<file path="src/rtl/ram_rr_arbiter.sv">
// Two-requester round-robin front end for one single-port synchronous RAM.
// Read data returns to the issuing requester through a registered per-lane stage.

module ram_rr_lane #(
  parameter int data_width = 8
) (
  input  logic                  clk,
  input  logic                  rst_n,
  input  logic                  load,
  input  logic [data_width-1:0] q,
  output logic [data_width-1:0] rdata
);
  always_ff @(posedge clk or negedge rst_n) begin
    if (!rst_n)    rdata <= '0;
    else if (load) rdata <= q;
  end
endmodule

module ram_rr_arbiter #(
  parameter int addr_width = 6,
  parameter int data_width = 8
) (
  input  logic                  clk,
  input  logic                  rst_n,
  input  logic                  req_a,
  input  logic                  we_a,
  input  logic [addr_width-1:0] addr_a,
  input  logic [data_width-1:0] wdata_a,
  output logic                  gnt_a,
  output logic                  rvalid_a,
  output logic [data_width-1:0] rdata_a,
  input  logic                  req_b,
  input  logic                  we_b,
  input  logic [addr_width-1:0] addr_b,
  input  logic [data_width-1:0] wdata_b,
  output logic                  gnt_b,
  output logic                  rvalid_b,
  output logic [data_width-1:0] rdata_b,
  output logic                  ram_we,
  output logic [addr_width-1:0] ram_addr,
  output logic [data_width-1:0] ram_data,
  input  logic [data_width-1:0] ram_q
);
  localparam int NUM_LANES = 2;
  localparam int STAGES    = 1;

  typedef struct packed {
    logic                  we;
    logic [addr_width-1:0] addr;
    logic [data_width-1:0] wdata;
  } cmd_t;

  cmd_t [NUM_LANES-1:0]                 cmd;
  cmd_t                                 win;
  logic [NUM_LANES-1:0]                 req, gnt, load, rvalid;
  logic [NUM_LANES-1:0][data_width-1:0] rdata;
  logic                                 last_b;
  logic                                 rd_issue;
  logic [STAGES:0]                      vld_pipe, own_pipe;

  assign req    = {req_b, req_a};
  assign cmd[0] = {we_a, addr_a, wdata_a};
  assign cmd[1] = {we_b, addr_b, wdata_b};

  // Contention goes to whoever did not win last; reset leaves B as last so A leads.
  always_comb begin
    gnt = '0;
    if (rst_n) begin
      if (&req) gnt = last_b ? 2'b01 : 2'b10;
      else      gnt = req;
    end
  end

  always_comb begin
    win = '0;
    for (int i = 0; i < NUM_LANES; i++)
      if (gnt[i]) win = cmd[i];
  end

  assign gnt_a    = gnt[0];
  assign gnt_b    = gnt[1];
  assign ram_we   = win.we;
  assign ram_addr = win.addr;
  assign ram_data = win.wdata;
  assign rd_issue = (|gnt) & ~win.we;

  // vld_pipe[0]: tag alongside ram_q (N+1); vld_pipe[1]: response visible (N+2).
  always_ff @(posedge clk or negedge rst_n) begin
    if (!rst_n) begin
      last_b   <= 1'b1;
      vld_pipe <= '0;
      own_pipe <= '0;
    end else begin
      if (|gnt) last_b <= gnt[1];
      vld_pipe <= {vld_pipe[STAGES-1:0], rd_issue};
      own_pipe <= {own_pipe[STAGES-1:0], gnt[1]};
    end
  end

  for (genvar g = 0; g < NUM_LANES; g++) begin : g_lane
    assign load[g]   = vld_pipe[0] & (own_pipe[0] == 1'(g));
    assign rvalid[g] = vld_pipe[1] & (own_pipe[1] == 1'(g));
    ram_rr_lane #(.data_width(data_width)) u_lane (
      .clk   (clk),
      .rst_n (rst_n),
      .load  (load[g]),
      .q     (ram_q),
      .rdata (rdata[g])
    );
  end

  assign rvalid_a = rvalid[0];
  assign rvalid_b = rvalid[1];
  assign rdata_a  = rdata[0];
  assign rdata_b  = rdata[1];
endmodule

</file>
<file path="config.mk">
export PLATFORM = sky130hd
export DESIGN_NAME = ram_rr_arbiter
export DESIGN_NICKNAME = d
export VERILOG_FILES = /design/src/rtl/ram_rr_arbiter.sv
export SDC_FILE = /design/constraint.sdc
export NUM_CORES = 1
export LEC_CHECK = 0
export ABC_AREA = 1
export CORE_MARGIN = 4
export CORE_UTILIZATION = 34
export DETAILED_ROUTE_END_ITERATION = 16
export PLACE_DENSITY = 0.79
export SYNTH_ARGS = -nofsm -noshare
export SYNTH_HDL_FRONTEND = slang
export SYNTH_HIERARCHICAL = 1
export SYNTH_SLANG_ARGS = --single-unit
</file>
<file path="constraint.sdc">
create_clock -name clk -period 1.4 [get_ports clk]
set_input_delay 0.14 -clock clk [delete_from_list [all_inputs] [get_ports clk]]
set_output_delay 0.14 -clock clk [all_outputs]
set_load 0.01 [all_outputs]
</file>
== Word-level counts from Yosys, hierarchy flattened ==
Index checks and enable logic that the tools add are counted.

* Flip-flop bits (word level): 21
* Input port bits: 42
* Output and inout bits: 35
* Word-level logic and storage cells: 20

* Multiplexer cells: 5
* Bitwise logic cells: 8
* Reduce and logical (&&, ||, !) cells: 2

{| class="wikitable"
|+ Operators with widths
! operator !! number
|-
| $mux W15 || 2
|-
| $mux W2 || 3
|-
| $and A1 B1 Y1 || 5
|-
| $not A1 Y1 || 3
|-
| $reduce_and A2 Y1 || 1
|-
| $reduce_or A2 Y1 || 1
|}

== Longest topological paths before layout ==
* Depth after elaboration: 7
* Gate-level depth with buffers: 7
* Mapped depth without buffers: 6

== Modules after synthesis ==
The synthesis kept the hierarchy.

{| class="wikitable"
|+ Modules (own cells, without submodules)
! module !! times used !! cells an instance !! area an instance (um^2) !! sequential area each (um^2)
|-
| ram_rr_lane || 2 || 34 || 305.3 || 200.2
|-
| ram_rr_arbiter || 1 || 73 || 481.7 || 126.4
|}

== Least setup slack after synthesis ==
Ideal clock, no wire load.

* Path kind: reg-to-output
* Start point: reg last_b
* End point: out ram_addr[0]
* Arrival time: 1.053 ns
* Data required time: 1.260 ns
* Setup slack: 0.207 ns
* Stages on the path, launching flop included: 6
* Buffers on the path: 1
* Cells stage by stage: dfstp_2 inv_1 a21oi_4 buf_6 nand2_1 nand2_2

* Cells in the longest elaborated chain, start to end: 5

{| class="wikitable"
|+ Ends and longest elaborated chain
! what !! RTL line !! RTL
|-
| from (decl) || 57 || <nowiki>logic last_b;</nowiki>
|-
| from (signal assigned) || 94 || <nowiki>if (|gnt) last_b <= gnt[1];</nowiki>
|-
| $mux W2 (2 in series) || 69 || <nowiki>if (&req) gnt = last_b ? 2'b01 : 2'b10;</nowiki>
|-
| $mux W2 || 68 || <nowiki>if (rst_n) begin</nowiki>
|-
| net gnt_a || 29 || <nowiki>output logic gnt_a,</nowiki>
|-
| $mux W15 (2 in series) || 77 || <nowiki>if (gnt[i]) win = cmd[i];</nowiki>
|-
| to (decl) || 40 || <nowiki>output logic [addr_width-1:0] ram_addr,</nowiki>
|}

The timed path passes the listed nets, and every way through them passes these cells.

== Final worst setup path ==
* Start point: reg last_b
* End point: out ram_data[3]

* Cells in the longest elaborated chain, start to end: 5

{| class="wikitable"
|+ Ends and longest elaborated chain
! what !! RTL line !! RTL
|-
| $mux W2 (*) (2 in series) || 69 ||
|-
| $mux W2 (*) || 68 ||
|-
| $mux W15 || 77 ||
|-
| $mux W15 (*) || 77 ||
|-
| to (decl) || 41 || <nowiki>output logic [data_width-1:0] ram_data,</nowiki>
|}

Mark *: on every way between the ends. The rest lies on a longest branch, timed or not.

==> key figures <==
Layout
  – Final #Nets: about 270
  – Fin area: roughly 0.002 mm^2
  – Diode count: 0
  – Layout area overhead: 83.8%
  – Final Non-Filler Cells: around 270
  – Layout cell share with drive strength beyond 1: ~33%
  – # fillers: 271

Synthesis
  – Mapped cell area: 0.00109 mm^2
  – Netlist cell types: 14
  – Post-Synthesis Net Count: around 180
  – Top cells by area, synth: dfrtp_1 46%, nand2_1 27%, nand2_2 11%
  – Yosys reg bits: 21
  – Cells after synthesis: 141
  – Synth area leader: dfrtp_1
  – Synth top area share: between 40% and 50%
  – Sequential share of the synthesized area: approximately 48%
  – Syn Area/Cell: approximately 7.7 um^2
  – Synth Warn #: 6

Route
  – Final wirelength: roughly 3 mm
  – DRT Pass-1 Iters: 4
  – DR vias/cell: 4.19
  – Vias post-DR: 1140
  – Routed Antenna Nets: 0
  – DRT iter0 DRCs: 45
  – WL/cell: ~11 um
  – DRC viols: 0

Clock tree
  – Cts bufs inserted: 3
  – CTS tree: built
  – CTS root buf: clkbuf_4
  – Worst-Skew Late Latency: ~300 ps
  – Cts hold-fix bufs: 0
  – Clk buf depth: 2
  – CTS clk-pin slew, worst paths: roughly 110 ps
  – Number of H-tree levels: 1
  – CTS sink cnt: 21

Floorplan
  – Die height: ~65 um
  – IO Pins: between 70 and 80
  – Core box area: 0.00305 mm^2
  – Die ar.: about 0.0042 mm^2
  – Placement row count: 20
  – Die Width: 64.7 um
  – Starting Density: 35.8%

Global route
  – Pin count of the biggest net entering global routing: 17
  – Total track usage: 15.5%
  – Initial antenna violation count: 0
  – Total grt overflow: 0
  – First-pass GRT wire length: 5.13 mm
  – Vias in the first global route: roughly 1100

STA
  – Unrepaired setup endpoints after global routing: yes
  – Actual transition at the worst max-transition pin: 245 ps
  – Slew Viols, Final: 0
  – Worst relative slew slack: around 84%
  – Tcrit/Tclk final: 112%
  – Min cycle time layout: between 1500 and 2000 ps
  – Setup Skew: between 6 and 7 ps
  – Hold Fails Final Rpt: 0
  – Fmax: 635 MHz
  – Fin worst setup slack: -175 ps
  – Setup violators final: 17

Place
  – Placement Cell Area: 0.00194 mm^2
  – Placed Instances: 267
  – Number of I/O port buffers: between 70 and 80
  – GP Congestion: a little under 0.8
  – Post-DP HPWL: 2.55 mm

Power
  – VDD IR max: ~630 uV
  – Leakage: 1.05 nW
  – Power Dens Cells: about 950 mW/mm^2

Outcome
  – Status: complete, but fails checks
  – Failing checks: negative setup slack

Critical path
  – Worst path max stage delay: between 500 and 600 ps
  – Worst path cell trace: inv_2 -> a21oi_4 -> buf_8 -> nand2_2 -> nand2_1 -> buf_2
  – Crit Path Max Fanout: 8
  – Slowest-stage cell, CP: dfstp_2
  – Worst setup EP type: output pin
  – Worst EP arrival: 1430 ps
  – Crit path kind: flop to output pin
  – Worst EP required: roughly 1300 ps
  – Startpoint Class: flop

Hold path
  – Hold Path Class: input port to asynchronous set/reset pin

Flow run
  – Max-cap violations: 0
-- metrics by stage --
step | worst slack [ps] | power [mW] | hold WS [ps] | setup TNS (ps) | utilization (%)
6_report | -175 | 1.91 | 211 | -2600 | 65.8
5_1_grt | -266 | 2.02 | 238 | -4020 | 65.8
4_1_cts | -266 | 1.94 | 200 | -4040 | 65.9
3_5_place_dp | -520 | 1.64 | 390 | -8070 | 63.6
3_3_place_gp | -495 | 1.63 | 389 | -7850 | 63.6
2_1_floorplan | 207 | 1.12 | -156 | 0 | -
-- final cells by class --
cell class,count,area (um^2),area share (%)
Timing Repair Buffer,87,840,41.8
Sequential cell,21,527,26.2
Multi-Input combinational cell,106,517,25.7
Tap cell,44,55.1,2.74
Inverter,10,42.5,2.12
Clock buffer,3,22.5,1.12
Clock inverter,1,5.00,0.249
-- cell usage after synthesis (all sizes together) --
library cell	n
inv	10
dfrtp	20
nand3	2
dfstp	1
nand2	98
o21ai	1
a21oi	1
buf	4
nor2	4
-- cells by family (layout without fill, tap and decap cells) --
kind of cell,Yosys count,in the layout,synth area share (%)
flops,21,21,48.2
buf+inv,14,101,8.82
simple gates,104,104,41.0
compound gates,2,2,1.95
-- worst max-delay path, delay by kind of cell (launching register included) --
family	cells	cell delay, ps
buf+inv	3	330
compound gates	1	150
simple gates	2	100
flops	1	550
-- path summary, 6_finish.rpt --
check                            start                         to  slack, ps  cells after the start
min in group clk              ram_q[3]  g_lane[1].u_lane/rdata[3]        400                      3
hold / removal                   rst_n  g_lane[0].u_lane/rdata[1]        210                      2
max in group asynchronous        rst_n                     last_b        880                      2
setup reg to reg                last_b                vld_pipe[0]        220                      6
setup / recovery                last_b                ram_data[3]       -170                      6
hold reg to reg            own_pipe[0]                own_pipe[1]        420                      0
-- power breakdown --
group / switching, mW / internal, mW / total [mW]
Sequential: 0.0701 / 0.742 / 0.812
Clock: 0.179 / 0.106 / 0.286
Combinational: 0.349 / 0.461 / 0.810
Total: 0.598 / 1.31 / 1.91
-- flip-flops by register name (all words and copies together) (netlist names) --
| name | count |
|---|---|
| g_lane.u_lane/rdata | 16 |
| last_b | 1 |
| own_pipe | 2 |
| vld_pipe | 2 |
-- layer usage --
metal / vias up / global-route usage [%] / wire length, um
li1: 591 / - / -
met4: 0 / 3.17 / 12
met3: 2 / 2.08 / 117
met5: - / 0 / 0
met1: 516 / 19.5 / 1230
met2: 31 / 28.1 / 1720
-- cells in the final DEF (no fill, tap or decap), types with 2 or more instances in the layout --
cell,instances
nand2_1,63
clkdlybuf4s50_1,54
nand2_2,33
dfrtp_1,20
buf_6,11
buf_4,9
buf_2,6
inv_1,5
inv_2,4
nor2_1,4
clkbuf_4,3
dlygate4sd2_1,3
nand2_4,2
dlymetal6s2s_1,2
-- what timing repair did --
action | in CTS | in global routing
buffers inserted | 2 | 0
pin swaps | 7 | 5
hold endpoints to repair | 0 | 0
gates cloned | 1 | 0
setup endpoints to repair | 20 | 19
gates resized for setup | 91 | 13
No activity file was read; power rests on OpenSTA's default activity.
